`src/rtl/alu_pkg.sv`:
```
// -----------------------------------------------------------------------------
// alu_pkg
// Shared definitions for param_seq_alu: operation codes, FSM states, the
// iterative-core mode select and the bit positions of the packed flag vector.
// -----------------------------------------------------------------------------
package alu_pkg;

  typedef enum logic [2:0] {
    OP_ADD = 3'b000,
    OP_SUB = 3'b001,
    OP_XOR = 3'b010,
    OP_SHL = 3'b011,
    OP_SHR = 3'b100,
    OP_AND = 3'b101,
    OP_OR  = 3'b110,
    OP_MUL = 3'b111
  } op_e;

  typedef enum logic [1:0] {
    ST_IDLE = 2'd0,
    ST_EXEC = 2'd1,
    ST_DONE = 2'd2
  } state_e;

  typedef enum logic [1:0] {
    MODE_SHL = 2'd0,
    MODE_SHR = 2'd1,
    MODE_MUL = 2'd2
  } iter_mode_e;

  // Bit positions inside the registered flag vector.
  localparam int FLAG_CARRY = 0;
  localparam int FLAG_ZERO  = 1;
  localparam int FLAG_OVF   = 2;
  localparam int FLAG_ERR   = 3;
  localparam int FLAG_W     = 4;

  function automatic logic [FLAG_W-1:0] make_flags(input logic carry, input logic zero,
                                                   input logic ovf, input logic err);
    logic [FLAG_W-1:0] f;
    f             = '0;
    f[FLAG_CARRY] = carry;
    f[FLAG_ZERO]  = zero;
    f[FLAG_OVF]   = ovf;
    f[FLAG_ERR]   = err;
    return f;
  endfunction

endpackage

```
`src/rtl/param_seq_alu_if.sv`:
```
// -----------------------------------------------------------------------------
// param_seq_alu_if
// Operand/result handshake bundle of param_seq_alu.
//   master : operand source / result sink (register file + writeback side)
//   slave  : the ALU itself
// Signals: in_valid/in_ready/op/data1/data2 (operand channel),
//          out_valid/out_ready/result/carry/zero/ovf/err (result channel).
// -----------------------------------------------------------------------------
interface param_seq_alu_if #(
  parameter int WIDTH = 8
);
  logic             in_valid;
  logic             in_ready;
  logic [2:0]       op;
  logic [WIDTH-1:0] data1;
  logic [WIDTH-1:0] data2;
  logic             out_valid;
  logic             out_ready;
  logic [WIDTH-1:0] result;
  logic             carry;
  logic             zero;
  logic             ovf;
  logic             err;

  modport master (
    output in_valid, op, data1, data2, out_ready,
    input  in_ready, out_valid, result, carry, zero, ovf, err
  );

  modport slave (
    input  in_valid, op, data1, data2, out_ready,
    output in_ready, out_valid, result, carry, zero, ovf, err
  );
endinterface

```
`src/rtl/alu_iter_core.sv`:
```
// -----------------------------------------------------------------------------
// alu_iter_core
// Shared multi-cycle datapath: 1-bit-per-cycle logical shift left/right and
// unsigned shift-add multiply, with its own step counter.
// Ports:
//   clk, rst_n      clock, synchronous active-low reset
//   start_i         load operands and begin (ignored counts of 0 are never issued)
//   mode_i          SHL / SHR / MUL
//   a_i             value to shift, or multiplicand
//   b_i             multiplier (MUL only)
//   cnt_i           number of steps to run (>= 1)
//   done_o          high during the final step
//   result_o        value after the current step (valid with done_o)
//   carry_o         bit shifted out by the current step, or |high product
// -----------------------------------------------------------------------------
module alu_iter_core
  import alu_pkg::*;
#(
  parameter int WIDTH = 8,
  parameter int CW    = $clog2(WIDTH + 1)
) (
  input  logic             clk,
  input  logic             rst_n,
  input  logic             start_i,
  input  iter_mode_e       mode_i,
  input  logic [WIDTH-1:0] a_i,
  input  logic [WIDTH-1:0] b_i,
  input  logic [CW-1:0]    cnt_i,
  output logic             done_o,
  output logic [WIDTH-1:0] result_o,
  output logic             carry_o
);

  logic             busy_q;
  iter_mode_e       mode_q;
  logic [CW-1:0]    cnt_q;
  logic [WIDTH-1:0] lo_q, lo_d;    // shift value, or multiplier / product low half
  logic [WIDTH-1:0] hi_q, hi_d;    // product high half
  logic [WIDTH-1:0] mcand_q;
  logic [WIDTH:0]   sum;
  logic             carry_d;

  // NOTE: every signal written here gets a default first, so no path leaves it
  // unassigned and no latch is inferred.
  always_comb begin
    lo_d    = lo_q;
    hi_d    = hi_q;
    carry_d = 1'b0;
    sum     = '0;
    case (mode_q)
      MODE_SHL: begin
        lo_d    = {lo_q[WIDTH-2:0], 1'b0};
        carry_d = lo_q[WIDTH-1];
      end
      MODE_SHR: begin
        lo_d    = {1'b0, lo_q[WIDTH-1:1]};
        carry_d = lo_q[0];
      end
      MODE_MUL: begin
        // Add multiplicand when the current multiplier LSB is set, then shift
        // the 2*WIDTH product right; the sum's carry enters the top.
        sum          = {1'b0, hi_q} + (lo_q[0] ? {1'b0, mcand_q} : '0);
        {hi_d, lo_d} = {sum, lo_q[WIDTH-1:1]};
        carry_d      = |hi_d;
      end
      default: ;
    endcase
  end

  assign done_o   = busy_q && (cnt_q == CW'(1));
  assign result_o = lo_d;
  assign carry_o  = carry_d;

  // NOTE: sequential state uses non-blocking assignments so every register
  // samples the pre-edge values, independent of statement order.
  always_ff @(posedge clk) begin
    // NOTE: reset is synchronous; it is only seen on a rising clock edge.
    if (!rst_n) begin
      busy_q  <= 1'b0;
      mode_q  <= MODE_SHL;
      cnt_q   <= '0;
      lo_q    <= '0;
      hi_q    <= '0;
      mcand_q <= '0;
    end else if (start_i) begin
      busy_q  <= 1'b1;
      mode_q  <= mode_i;
      cnt_q   <= cnt_i;
      lo_q    <= (mode_i == MODE_MUL) ? b_i : a_i;
      hi_q    <= '0;
      mcand_q <= a_i;
    end else if (busy_q) begin
      lo_q  <= lo_d;
      hi_q  <= hi_d;
      cnt_q <= cnt_q - CW'(1);
      if (cnt_q == CW'(1)) busy_q <= 1'b0;
    end
  end

endmodule

```
`src/rtl/param_seq_alu.sv`:
```
// -----------------------------------------------------------------------------
// param_seq_alu
// Clocked WIDTH-bit ALU between the operand register file and writeback.
// Single-cycle ops (ADD/SUB/XOR/AND/OR) complete on the accept edge; shifts
// and multiply run in alu_iter_core. Result and flags are registered and held
// in DONE until out_ready.
// Ports:
//   clk, rst_n   clock, synchronous active-low reset
//   bus          param_seq_alu_if.slave: operand and result handshakes
// Build option:
//   ALU_MUL_EN   defined: op 111 is an iterative unsigned multiply;
//                undefined: op 111 is illegal (err=1, result=0).
// -----------------------------------------------------------------------------
module param_seq_alu
  import alu_pkg::*;
#(
  parameter int WIDTH = 8
) (
  input  logic           clk,
  input  logic           rst_n,
  param_seq_alu_if.slave bus
);

  localparam int CW = $clog2(WIDTH + 1);

  state_e            state_q;
  logic [WIDTH-1:0]  result_q;
  logic [FLAG_W-1:0] flags_q;

  logic              accept;
  logic [WIDTH-1:0]  a, b;
  logic [WIDTH:0]    ext_sum, ext_diff;
  logic [CW-1:0]     amount;
  logic [WIDTH-1:0]  res_c;
  logic              carry_c, ovf_c, err_c, iter_c;
  iter_mode_e        mode_c;
  logic [CW-1:0]     cnt_c;

  logic              core_done;
  logic [WIDTH-1:0]  core_res;
  logic              core_carry;

  assign a      = bus.data1;
  assign b      = bus.data2;
  assign accept = bus.in_valid && (state_q == ST_IDLE);

  // Shift amounts saturate at WIDTH: everything has been shifted out by then.
  assign amount = ({1'b0, b} >= (WIDTH + 1)'(WIDTH)) ? CW'(WIDTH) : CW'(b);

  always_comb begin
    res_c    = '0;
    carry_c  = 1'b0;
    ovf_c    = 1'b0;
    err_c    = 1'b0;
    iter_c   = 1'b0;
    mode_c   = MODE_SHL;
    cnt_c    = amount;
    ext_sum  = {1'b0, a} + {1'b0, b};
    ext_diff = {1'b0, a} - {1'b0, b};
    case (op_e'(bus.op))
      OP_ADD: begin
        res_c   = ext_sum[WIDTH-1:0];
        carry_c = ext_sum[WIDTH];
        ovf_c   = (a[WIDTH-1] == b[WIDTH-1]) && (ext_sum[WIDTH-1] != a[WIDTH-1]);
      end
      OP_SUB: begin
        res_c   = ext_diff[WIDTH-1:0];
        carry_c = ext_diff[WIDTH];  // borrow
        ovf_c   = (a[WIDTH-1] != b[WIDTH-1]) && (ext_diff[WIDTH-1] != a[WIDTH-1]);
      end
      OP_XOR: res_c = a ^ b;
      OP_AND: res_c = a & b;
      OP_OR:  res_c = a | b;
      OP_SHL, OP_SHR: begin
        // A zero shift completes immediately with the operand unchanged.
        res_c  = a;
        iter_c = (amount != '0);
        mode_c = (op_e'(bus.op) == OP_SHL) ? MODE_SHL : MODE_SHR;
      end
`ifdef ALU_MUL_EN
      OP_MUL: begin
        iter_c = 1'b1;
        mode_c = MODE_MUL;
        cnt_c  = CW'(WIDTH);
      end
`else
      OP_MUL: err_c = 1'b1;
`endif
      default: err_c = 1'b1;
    endcase
  end

  alu_iter_core #(.WIDTH(WIDTH), .CW(CW)) u_iter_core (
    .clk      (clk),
    .rst_n    (rst_n),
    .start_i  (accept && iter_c),
    .mode_i   (mode_c),
    .a_i      (a),
    .b_i      (b),
    .cnt_i    (cnt_c),
    .done_o   (core_done),
    .result_o (core_res),
    .carry_o  (core_carry)
  );

  always_ff @(posedge clk) begin
    if (!rst_n) begin
      state_q  <= ST_IDLE;
      result_q <= '0;
      flags_q  <= '0;
    end else begin
      case (state_q)
        ST_IDLE: begin
          if (accept) begin
            if (iter_c) begin
              state_q <= ST_EXEC;
            end else begin
              result_q <= res_c;
              flags_q  <= make_flags(carry_c, res_c == '0, ovf_c, err_c);
              state_q  <= ST_DONE;
            end
          end
        end
        ST_EXEC: begin
          if (core_done) begin
            result_q <= core_res;
            flags_q  <= make_flags(core_carry, core_res == '0, 1'b0, 1'b0);
            state_q  <= ST_DONE;
          end
        end
        ST_DONE: begin
          // No new accept here: the earliest next accept is the following IDLE cycle.
          if (bus.out_ready) state_q <= ST_IDLE;
        end
        default: state_q <= ST_IDLE;
      endcase
    end
  end

  assign bus.in_ready  = (state_q == ST_IDLE);
  assign bus.out_valid = (state_q == ST_DONE);
  assign bus.result    = result_q;
  assign bus.carry     = flags_q[FLAG_CARRY];
  assign bus.zero      = flags_q[FLAG_ZERO];
  assign bus.ovf       = flags_q[FLAG_OVF];
  assign bus.err       = flags_q[FLAG_ERR];

endmodule

```
`src/flat_wrapper.sv`:
```
// flat-port wrapper written by rule: the top's interface ports become plain ports
module param_seq_alu_flat import alu_pkg::*;
#(
  parameter int WIDTH = 8
)
  (clk, rst_n, bus_in_valid, bus_op, bus_data1, bus_data2, bus_out_ready, bus_in_ready, bus_out_valid, bus_result, bus_carry, bus_zero, bus_ovf, bus_err);
  param_seq_alu_if #(.WIDTH(WIDTH)) bus_i ();
  input  logic clk;
  input  logic rst_n;
  input wire logic [$bits(bus_i.in_valid)-1:0] bus_in_valid;
  input wire logic [$bits(bus_i.op)-1:0] bus_op;
  input wire logic [$bits(bus_i.data1)-1:0] bus_data1;
  input wire logic [$bits(bus_i.data2)-1:0] bus_data2;
  input wire logic [$bits(bus_i.out_ready)-1:0] bus_out_ready;
  output wire logic [$bits(bus_i.in_ready)-1:0] bus_in_ready;
  output wire logic [$bits(bus_i.out_valid)-1:0] bus_out_valid;
  output wire logic [$bits(bus_i.result)-1:0] bus_result;
  output wire logic [$bits(bus_i.carry)-1:0] bus_carry;
  output wire logic [$bits(bus_i.zero)-1:0] bus_zero;
  output wire logic [$bits(bus_i.ovf)-1:0] bus_ovf;
  output wire logic [$bits(bus_i.err)-1:0] bus_err;
  assign bus_i.in_valid = bus_in_valid;
  assign bus_i.op = bus_op;
  assign bus_i.data1 = bus_data1;
  assign bus_i.data2 = bus_data2;
  assign bus_i.out_ready = bus_out_ready;
  assign bus_in_ready = bus_i.in_ready;
  assign bus_out_valid = bus_i.out_valid;
  assign bus_result = bus_i.result;
  assign bus_carry = bus_i.carry;
  assign bus_zero = bus_i.zero;
  assign bus_ovf = bus_i.ovf;
  assign bus_err = bus_i.err;
  param_seq_alu #(.WIDTH(WIDTH)) u_core (.clk(clk), .rst_n(rst_n), .bus(bus_i));
endmodule
```
`config.mk`:
```
export PLATFORM = sky130hd
export DESIGN_NAME = param_seq_alu_flat
export DESIGN_NICKNAME = d
export VERILOG_FILES = /design/src/rtl/alu_pkg.sv /design/src/rtl/param_seq_alu_if.sv /design/src/rtl/alu_iter_core.sv /design/src/rtl/param_seq_alu.sv /design/src/flat_wrapper.sv
export SDC_FILE = /design/constraint.sdc
export NUM_CORES = 1
export LEC_CHECK = 0
export ABC_AREA = 1
export CORE_MARGIN = 5
export CORE_UTILIZATION = 56
export CTS_CLUSTER_SIZE = 25
export DETAILED_ROUTE_END_ITERATION = 8
export PLACE_DENSITY = 0.82
export SLEW_MARGIN = 20
export SYNTH_ARGS = -nofsm -noshare
export SYNTH_HDL_FRONTEND = slang
export SYNTH_SLANG_ARGS = --single-unit
```
`constraint.sdc`:
```
create_clock -name clk -period 1.8 [get_ports clk]
set_input_delay 0.18 -clock clk [delete_from_list [all_inputs] [get_ports clk]]
set_output_delay 0.18 -clock clk [all_outputs]
set_load 0.05 [all_outputs]
```
==> flow_summary.json <==
{
  "ctsHtreeMaxLevel": 1,
  "fmax_mhz": 564,
  "cts-root-buf": "clkbuf_8",
  "crit_family": "buffers and inverters",
  "grt.total_usage_pct": 28.6,
  "rows": 25,
  "timing.rr.end": "u_core.bus.result[5]",
  "setup_viol": 0,
  "clock_skew_ns": 0.00728,
  "io_buffers": 36,
  "finalInstanceArea_sq_mm": 0.00408,
  "dp_cells": 620,
  "yosysUniqueCellTypes": 35,
  "viasPerCell": 5.49,
  "dr.first_iter.drc_count": 369,
  "peakVddDrop_mv": 0.613,
  "slew_violations": 0,
  "rr_worst_depth": 10,
  "fillCellCount": 280,
  "syn-num-nets": 501,
  "wl_mm": 9.33,
  "cp.buffers_inverters": 3,
  "dr.pass1.iters": 5,
  "n_antenna_cell": 0,
  "antenna_found_initial": 0,
  "status": "complete, no violations",
  "nets": 615,
  "period_share_pct": 98.5,
  "synthArstFlopShare_pct": 0,
  "crit_type": "primary input to flip-flop",
  "regArea_sq_um": 561,
  "period_needed_ns": 1.77,
  "hp-class": "primary input to flip-flop",
  "leakage_uw": 0.00200,
  "start_util_pct": 57.8,
  "r2r_start": "u_core.u_iter_core.cnt_q[0]",
  "worst_pin_slew_ns": 0.504,
  "power_uw": 2260,
  "critPathArrivalTime_ns": 1.97,
  "cts_tree": "yes",
  "syn_inst": 450,
  "cts.clk_slew.worst_paths_ns": 0.09,
  "synthesis.area_sq_mm": 0.00273,
  "vias": 3456,
  "crit_path_top_delay_cell": "clkdlybuf4s50_1",
  "dpl_cell_area_sq_mm": 0.00370,
  "grt_pass1_vias": 3262,
  "drcViolationCount": 0,
  "critPathLaunchType": "primary input",
  "hold_viol_final": 0,
  "synth-edff-count": 0,
  "critPathMaxStageDelay_ns": 0.62,
  "cp_cell_sequence": "clkdlybuf4s50_1 > buf_4 > nand3_1 > inv_2 > nand2_1 > nand3_1 > nor2_1 > nor2_1 > o21ai_0 > a21oi_1",
  "crit_path_end_kind": "flip-flop",
  "synthTopCellsByCount": "nand2_1, inv_1, nand3_1",
  "dieArea_sq_mm": 0.00637,
  "maxCapViolations": 0,
  "die_h_microns": 79.8,
  "yosys_most_used_dff": "dfxtp_1",
  "synth_seq_cells": 28,
  "insertion_delay_ns": 0.28,
  "cts_made_buffers": 3,
  "multiInputGateArea_sq_mm": 0.00207,
  "ys_seq_area_share_pct": 20.5,
  "grt_pass1_wl_mm": 14.5,
  "drive_above_1_share_pct": 31.6,
  "synth_top_cell_by_area": "dfxtp_1",
  "hp-start": "bus_data2[0]",
  "synth_area_leaders": "dfxtp_1, nand2_1, ha_1, inv_1, nand3_1",
  "dieWidth_microns": 79.8,
  "grt_max_degree": 18,
  "hold_end": "u_core.u_iter_core.cnt_q[0]",
  "synth_most_common_cell": "nand2_1",
  "worstHoldPathCells": 3,
  "antenna_left": 0,
  "fp.coreArea_sq_mm": 0.00472,
  "worstPathMaxFanout": 4,
  "final_cells": 630,
  "synth_top_area_share_pct": 20.5,
  "synth_warnings": 0,
  "slew_headroom_pct": 66.3,
  "syn2layout_area_growth_pct": 49.4,
  "cts_sinks": 28,
  "place_congestion": 0.956,
  "clk_path_buf_depth": 2,
  "wl_per_cell_microns": 14.8,
  "avgSynthCellArea_sq_um": 6.07,
  "finalSetupTns_ns": 0,
  "power_density_mw_per_mm2": 554,
  "io_pins": 37,
  "dp_hpwl_mm": 6.99,
  "crit_required_ns": 2.00,
  "gr-total-overflow": 0,
  "r2r_slack_ns": 0.17
}
-- stage by stage --
step,setup slack [ns],hold WS (ns),utilization [%]
5_1_grt,-0.00924,0.226,86.4
3_5_place_dp,-0.557,0.457,78.4
4_1_cts,-0.00395,0.355,82.6
6_report,0.0264,0.202,86.4
3_3_place_gp,-0.498,0.453,78.4
2_1_floorplan,0.182,0.318,-
-- how the worst max path moves through the flow --
stage	from	endpoint	cells past startpoint
floorplan	bus_data2[0]	u_core.flags_q[1]	14
global placement	bus_data1[0]	u_core.flags_q[1]	14
detailed placement	bus_data2[0]	u_core.flags_q[1]	15
CTS	bus_data2[6]	u_core.bus.result[2]	11
global route	bus_op[0]	u_core.bus.result[2]	10
finish	bus_op[0]	u_core.bus.result[2]	10
-- worst min-delay path, delay by kind of cell --
kind / cells / cell delay [ns]
compound gates: 1 / 0.07
buf+inv: 1 / 0.12
simple gates: 1 / 0.07
-- sequential cells by signal, indices dropped and copies added, names as in the netlist --
register and count:
u_core.u_iter_core.mode_q 1, u_core.u_iter_core.busy_q 1, u_core.flags_q 4, u_core.u_iter_core.lo_q 8, u_core.u_iter_core.cnt_q 4, u_core.bus.result 8, u_core.state_q 2
-- cell usage in the layout (no fill, tap or decap), drive strengths merged, types with 2 or more instances in the layout --
cell type,synthesis,final
a21oi,41,41
a31oi,3,3
buf,11,89
clkbuf,3,6
clkdlybuf4s50,0,17
dfxtp,28,28
dlygate4sd2,0,7
dlymetal6s2s,0,8
fa,2,2
ha,26,26
inv,68,69
nand2,104,104
nand3,49,49
nand4,6,6
nor2,46,46
nor3,4,4
nor4,2,2
o21ai,45,45
o22ai,2,2
or2,2,2
xnor2,2,2
xor2,2,2
-- cell families after synthesis --
| kind of cell | share of synthesized area [%] |
|---|---|
| compound gates | 17.7 |
| xor+xnor | 1.28 |
| fa+ha+maj | 13.4 |
| buf+inv | 12.8 |
| flops | 20.5 |
| simple gates | 34.3 |
-- power breakdown --
group / switching, uW / internal, uW / total, uW
logic: 671 / 487 / 1160
clock network: 195 / 196 / 391
registers: 38.2 / 673 / 712
-- timing repair --
action / CTS / global route
hold buffers: 0 / 0
resized for setup: 46 / 57
setup endpoints to repair: 15 / 28
gates cloned: 0 / 0
pin swaps: 15 / 18
buffers inserted: 2 / 4
-- final cells by class --
class                           instances  share of cell area [%]
Multi-Input combinational cell        339                    50.8
Clock buffer                            4                    1.35
Sequential cell                        28                    13.7
Timing Repair Buffer                  123                    25.6
Tap cell                               67                    2.05
Inverter                               69                    6.41
-- metal layers --
layer | global-route usage [%] | wire [microns]
met5 | 0 | 0
met4 | 8.61 | 183
met3 | 4.85 | 667
met2 | 49.6 | 4590
met1 | 36.1 | 3890
Power figures use the tool's default switching activity.
